$ cat src/rtl/gshare_predictor.sv
// Gshare branch predictor: 2-bit saturating counters indexed by address XOR global history.
// Each accepted transaction runs IDLE -> PREDICT -> UPDATE, emitting one registered prediction before training.
module gshare_predictor #(
    parameter int ADDR_BITS    = 16,
    parameter int INDEX_BITS   = 4,
    parameter int HISTORY_BITS = 4,
    parameter int STAT_BITS    = 8
) (
    input  logic                 clk,
    input  logic                 rst_n,
    input  logic                 data_input_done,
    input  logic [ADDR_BITS-1:0] inst_addr,
    input  logic                 direction_ground_truth,
    output logic                 prediction,
    output logic                 prediction_valid,
    output logic                 prediction_correct,
    output logic [STAT_BITS-1:0] num_predictions,
    output logic [STAT_BITS-1:0] num_correct,
    output logic                 busy
);

    localparam int DEPTH = 1 << INDEX_BITS;

    typedef enum logic [1:0] {
        ST_IDLE    = 2'd0,
        ST_PREDICT = 2'd1,
        ST_UPDATE  = 2'd2
    } state_t;

    state_t                  state_q;
    logic [1:0]              table_q [DEPTH];
    logic [HISTORY_BITS-1:0] ghr_q;
    logic [INDEX_BITS-1:0]   idx_q;
    logic [INDEX_BITS-1:0]   idx_d;
    logic                    truth_q;
    logic                    prediction_q;
    logic                    valid_q;
    logic                    correct_q;
    logic                    busy_q;
    logic [STAT_BITS-1:0]    num_pred_q;
    logic [STAT_BITS-1:0]    num_corr_q;
    logic [1:0]              entry_rd;
    logic [1:0]              entry_d;
    logic                    unused_addr_bits;

    // Only the low address bits select a counter; the rest are deliberately ignored.
    assign unused_addr_bits = ^inst_addr;

    always_comb begin
        idx_d    = inst_addr[INDEX_BITS-1:0] ^ INDEX_BITS'(ghr_q);
        entry_rd = table_q[idx_q];
        entry_d  = entry_rd;
        if (truth_q && (entry_rd != 2'b11)) begin
            entry_d = entry_rd + 2'd1;
        end else if (!truth_q && (entry_rd != 2'b00)) begin
            entry_d = entry_rd - 2'd1;
        end
    end

    always_ff @(posedge clk) begin
        if (!rst_n) begin
            for (int i = 0; i < DEPTH; i++) begin
                table_q[i] <= 2'b01;
            end
        end else if (state_q == ST_UPDATE) begin
            table_q[idx_q] <= entry_d;
        end
    end

    always_ff @(posedge clk) begin
        if (!rst_n) begin
            state_q      <= ST_IDLE;
            ghr_q        <= '0;
            idx_q        <= '0;
            truth_q      <= 1'b0;
            prediction_q <= 1'b0;
            valid_q      <= 1'b0;
            correct_q    <= 1'b0;
            busy_q       <= 1'b0;
            num_pred_q   <= '0;
            num_corr_q   <= '0;
        end else begin
            case (state_q)
                ST_IDLE: begin
                    if (data_input_done) begin
                        idx_q   <= idx_d;
                        truth_q <= direction_ground_truth;
                        state_q <= ST_PREDICT;
                        busy_q  <= 1'b1;
                    end
                end
                ST_PREDICT: begin
                    prediction_q <= entry_rd[1];
                    correct_q    <= (entry_rd[1] == truth_q);
                    valid_q      <= 1'b1;
                    state_q      <= ST_UPDATE;
                    busy_q       <= 1'b1;
                end
                ST_UPDATE: begin
                    ghr_q      <= (ghr_q << 1) | HISTORY_BITS'(truth_q);
                    num_pred_q <= num_pred_q + STAT_BITS'(1);
                    if (correct_q) begin
                        num_corr_q <= num_corr_q + STAT_BITS'(1);
                    end
                    valid_q <= 1'b0;
                    state_q <= ST_IDLE;
                    busy_q  <= 1'b0;
                end
                default: begin
                    // Unreachable encoding: recover without touching any state.
                    state_q <= ST_IDLE;
                    valid_q <= 1'b0;
                    busy_q  <= 1'b0;
                end
            endcase
        end
    end

    assign prediction         = prediction_q;
    assign prediction_valid   = valid_q;
    assign prediction_correct = correct_q;
    assign num_predictions    = num_pred_q;
    assign num_correct        = num_corr_q;
    assign busy               = busy_q;

endmodule
$ cat config.mk
export PLATFORM = sky130hd
export DESIGN_NAME = gshare_predictor
export DESIGN_NICKNAME = d
export VERILOG_FILES = /design/src/rtl/gshare_predictor.sv
export SDC_FILE = /design/constraint.sdc
export NUM_CORES = 1
export LEC_CHECK = 0
export BUFFER_PORTS_ARGS = -buffer_cell sky130_fd_sc_hd__buf_2
export CORE_MARGIN = 3
export CORE_UTILIZATION = 51
export DETAILED_ROUTE_END_ITERATION = 8
export PLACE_DENSITY = 0.75
export SLEW_MARGIN = 20
export SYNTH_ARGS = -nofsm -noshare
export SYNTH_HDL_FRONTEND = slang
export SYNTH_SLANG_ARGS = --single-unit
$ cat constraint.sdc
create_clock -name clk -period 2.85 [get_ports clk]
set_input_delay 0.1425 -clock clk [delete_from_list [all_inputs] [get_ports clk]]
set_output_delay 0.1425 -clock clk [all_outputs]
set_load 0.02 [all_outputs]
==> metrics.md <==
| Metric | Value |
|---|---|
| Syn avg cell area | `10.6 um2` |
| Clock Tree Root | `clkbuf_8` |
| Crit Path Category | `flop to flop` |
| H-tree Lvls | `3` |
| Die Y | `82.9 um` |
| Routed WL | `6020 um` |
| Routability Congestion | `0.788` |
| Crit path top cell by count | `buf_12` |
| Vias in the first global route | `2,222` |
| Maximum root-to-sink buffer count | `2` |
| Max Slew Vio Count | `0` |
| Tmin final | `2.72 ns` |
| Die width | `82.9 um` |
| Compound-Gate Fraction of Synth Area | `3.98%` |
| Largest family of logic cells by synthesized area | `simple AND/OR/NAND/NOR gates` |
| Achievable Freq | `368 MHz` |
| Vias per cell | `5.52` |
| Netlist cell types | `37` |
| TritonCTS Buffers | `9` |
| Post-Syn Nets | `309` |
| First-pass DRT Iterations | `4` |
| Initial Utilization | `53.8%` |
| Die area | `6880 um2` |
| Crit Path Max Fanout | `16` |
| Post-Synth Simple-Gate Area | `23.2%` |
| Worst-case reg-to-reg path depth | `10` |
| Crit. End Element | `flop` |
| Drt drc | `0` |
| Share of layout cells above drive strength 1 | `20.6%` |
| Final HPWL DP | `4220 um` |
| Synth Area in Adders | `1.66%` |
| Initial DRC count | `186` |
| Seq/Total Area, Yosys | `55.0%` |
| CTS Sinks | `67` |
| Most frequent cells in the layout | `nand2_1 (47), dfxtp_1 (34), edfxtp_1 (32), buf_2 (27), nor2_1 (25)` |
| PD cells | `559 nW/um2` |
| Worst vdd ir | `0.371 mV` |
| Status | `finished, final reports clean` |
| Gr ovfl total | `0` |
| Vias | `2,196` |
| Leading cell type in the layout, fill and taps excluded | `nand2_1` |
| CP Data Arrival Time | `2.78 ns` |
| Core Area | `5610 um2` |
| Crit path cell chain | `buf_12 > mux4_2 > a22o_4 > or2_1 > ha_2 > mux2i_1 > buf_4 > xnor2_4 > buf_12 > nand3_1` |
| Critical R2R Capture | `table_q[8][0]` |
| Area growth from synthesis to layout | `15.8%` |
| Register bit count reported by yosys | `67` |
| CTS tree | `built` |
| CP endpoint | `table_q[8][0]` |
| IO Pins | `40` |
| Worst slew margin | `42.3%` |
| CP max-delay cell | `mux4_2` |
| Xor/xnor share of the synthesized area | `5.84%` |
| Initial antenna violation count | `0` |
| # Max-Cap Violations | `0` |
| Clk_skew | `0.00974 ns` |
| IO buf count | `27` |
| Worst-path clk slew | `0.07 ns` |
| Largest net degree at the start of global routing | `26` |
| Synth Warn # | `0` |
| Ant diodes | `0` |
| R2R Setup Slk | `0.13 ns` |
| First-pass GRT wire length | `10,500 um` |
| Lkg Pwr | `1.27 nW` |
| Core Rows | `27` |
| Wire per inst | `15.1 um` |
| Critical Path Max Stage Delay | `0.52 ns` |
| Layout Nets | `346` |
| Post-synthesis mux area share | `7.38%` |
| Worst hold slack | `0.0467 ns` |
| Post-DRT Antenna Nets | `0` |
| Critical Path Source Type | `flop` |
| Period utilization | `95.4%` |
| Fin Setup TNS | `0 ns` |
| Clk_lat worst skew | `0.34 ns` |
| Cts hold-fix bufs | `0` |
| Final count of hold timing violations | `0` |
| Setup violators final | `0` |
| Mapped Cells | `285` |
| All-layer global routing usage | `19.5%` |
| Mapped Area | `3020 um2` |
| Hold/Removal Path Class | `primary input to flop` |
| Actual slew at the worst max-slew pin | `0.863 ns` |
| CP required | `2.91 ns` |
-- power by group --
group | switching [mW] | internal (mW)
Clock | 0.320 | 0.360
Combinational | 0.124 | 0.0903
Sequential | 0.0267 | 1.03
Total | 0.471 | 1.48
-- final cells by class --
cell class	instances	area, um2
Clock buffer	15	166
Tap cell	72	90.1
Timing Repair Buffer	42	285
Inverter	3	11.3
Fill cell	466	2110
Sequential cell	67	1660
Multi-Input combinational cell	199	1280
-- critical path, delay by kind of cell, from the launching register on --
kind            cells  cell delay, ns
compound gates      1            0.28
xor+xnor            1            0.12
fa+ha+maj           1            0.20
buf+inv             3            0.46
flops               1            0.34
mux                 2            0.67
simple gates        2            0.36
-- how the worst min path moves through the flow --
stage               endpoint  depth (start not counted)       startpoint
finish                  busy                          3  data_input_done
global route            busy                          3  data_input_done
CTS                     busy                          3  data_input_done
detailed placement      busy                          3  data_input_done
global placement        busy                          3  data_input_done
floorplan               busy                          2  data_input_done
-- through the flow --
step           setup WS (ns)  power (mW)  instance area, um2  std cells  util [%]
2_1_floorplan         0.0269        1.21                3020        285         -
3_3_place_gp           0.104        1.28                3310        382      59.0
3_5_place_dp          0.0156        1.29                3310        382      59.0
4_1_cts               0.0181        1.96                3480        397      62.0
5_1_grt             -0.00258        2.05                3500        398      62.4
6_report               0.130        1.95                3500        398      62.4
-- registers in the layout, summed over array words and instances, names as in the netlist, named ones only --
register and count:
busy 1, truth_q 1, table_q 32, ghr_q 4, num_predictions 8, idx_q 4, prediction_correct 1, state_q 2
num_correct 8, prediction_valid 1, prediction 1
-- cells in the mapped netlist --
| library cell | instances | area share [%] |
|---|---|---|
| buf_1 | 4 | 0.50 |
| xnor2_4 | 1 | 0.91 |
| nor3_1 | 21 | 3.5 |
| mux4_2 | 9 | 6.7 |
| a22o_1 | 2 | 0.58 |
| o221ai_1 | 1 | 0.29 |
| a21oi_1 | 8 | 1.3 |
| and2_1 | 3 | 0.62 |
| o21ai_1 | 2 | 0.33 |
| and3b_1 | 1 | 0.29 |
| clkbuf_1 | 9 | 1.1 |
| or2_1 | 1 | 0.21 |
| o2111ai_1 | 1 | 0.29 |
| or3_1 | 1 | 0.21 |
| buf_6 | 2 | 0.75 |
| nand4_1 | 7 | 1.5 |
| buf_2 | 1 | 0.17 |
| edfxtp_1 | 32 | 32 |
| mux2i_1 | 2 | 0.66 |
| nand2_1 | 47 | 5.8 |
| nor2_1 | 25 | 3.1 |
| nor4_1 | 1 | 0.21 |
| a211oi_1 | 4 | 0.99 |
| xnor2_1 | 8 | 2.3 |
| clkinv_1 | 1 | 0.12 |
| nor3b_1 | 1 | 0.25 |
| dfxtp_1 | 35 | 23 |
| inv_1 | 2 | 0.25 |
| nand2b_1 | 9 | 1.9 |
| nand3b_1 | 2 | 0.50 |
| o21ai_0 | 1 | 0.17 |
| nor3_2 | 1 | 0.33 |
| and3_1 | 3 | 0.62 |
| nor2b_1 | 6 | 1.2 |
| nand3_1 | 18 | 3.0 |
| xor2_1 | 9 | 2.6 |
| ha_1 | 4 | 1.7 |
-- layer usage --
metal	part of all wire, %	up-vias	track usage [%]	routed length (um)
li1	-	1083	-	-
met5	0	-	0	0
met3	6.6	17	5.46	399
met1	42	1016	23.7	2500
met2	49	80	31.4	2950
met4	2.9	0	10.7	176
-- what timing repair did --
action                     4_1_cts  5_1_grt
setup buffers                    0        1
gates resized for setup          1        2
setup endpoints to repair        1       28
-- cell families (layout without fill, tap and decap cells) --
| group | after synthesis | after routing |
|---|---|---|
| XOR/XNOR | 18 | 18 |
| adder cells (fa/ha/maj) | 4 | 4 |
| flip-flops | 67 | 67 |
| multiplexers | 11 | 11 |
| AO/OA/AOI/OAI | 19 | 19 |
| AND/OR/NAND/NOR | 147 | 147 |
| buffers and inverters | 19 | 60 |
No activity file was read; power rests on OpenSTA's default activity.
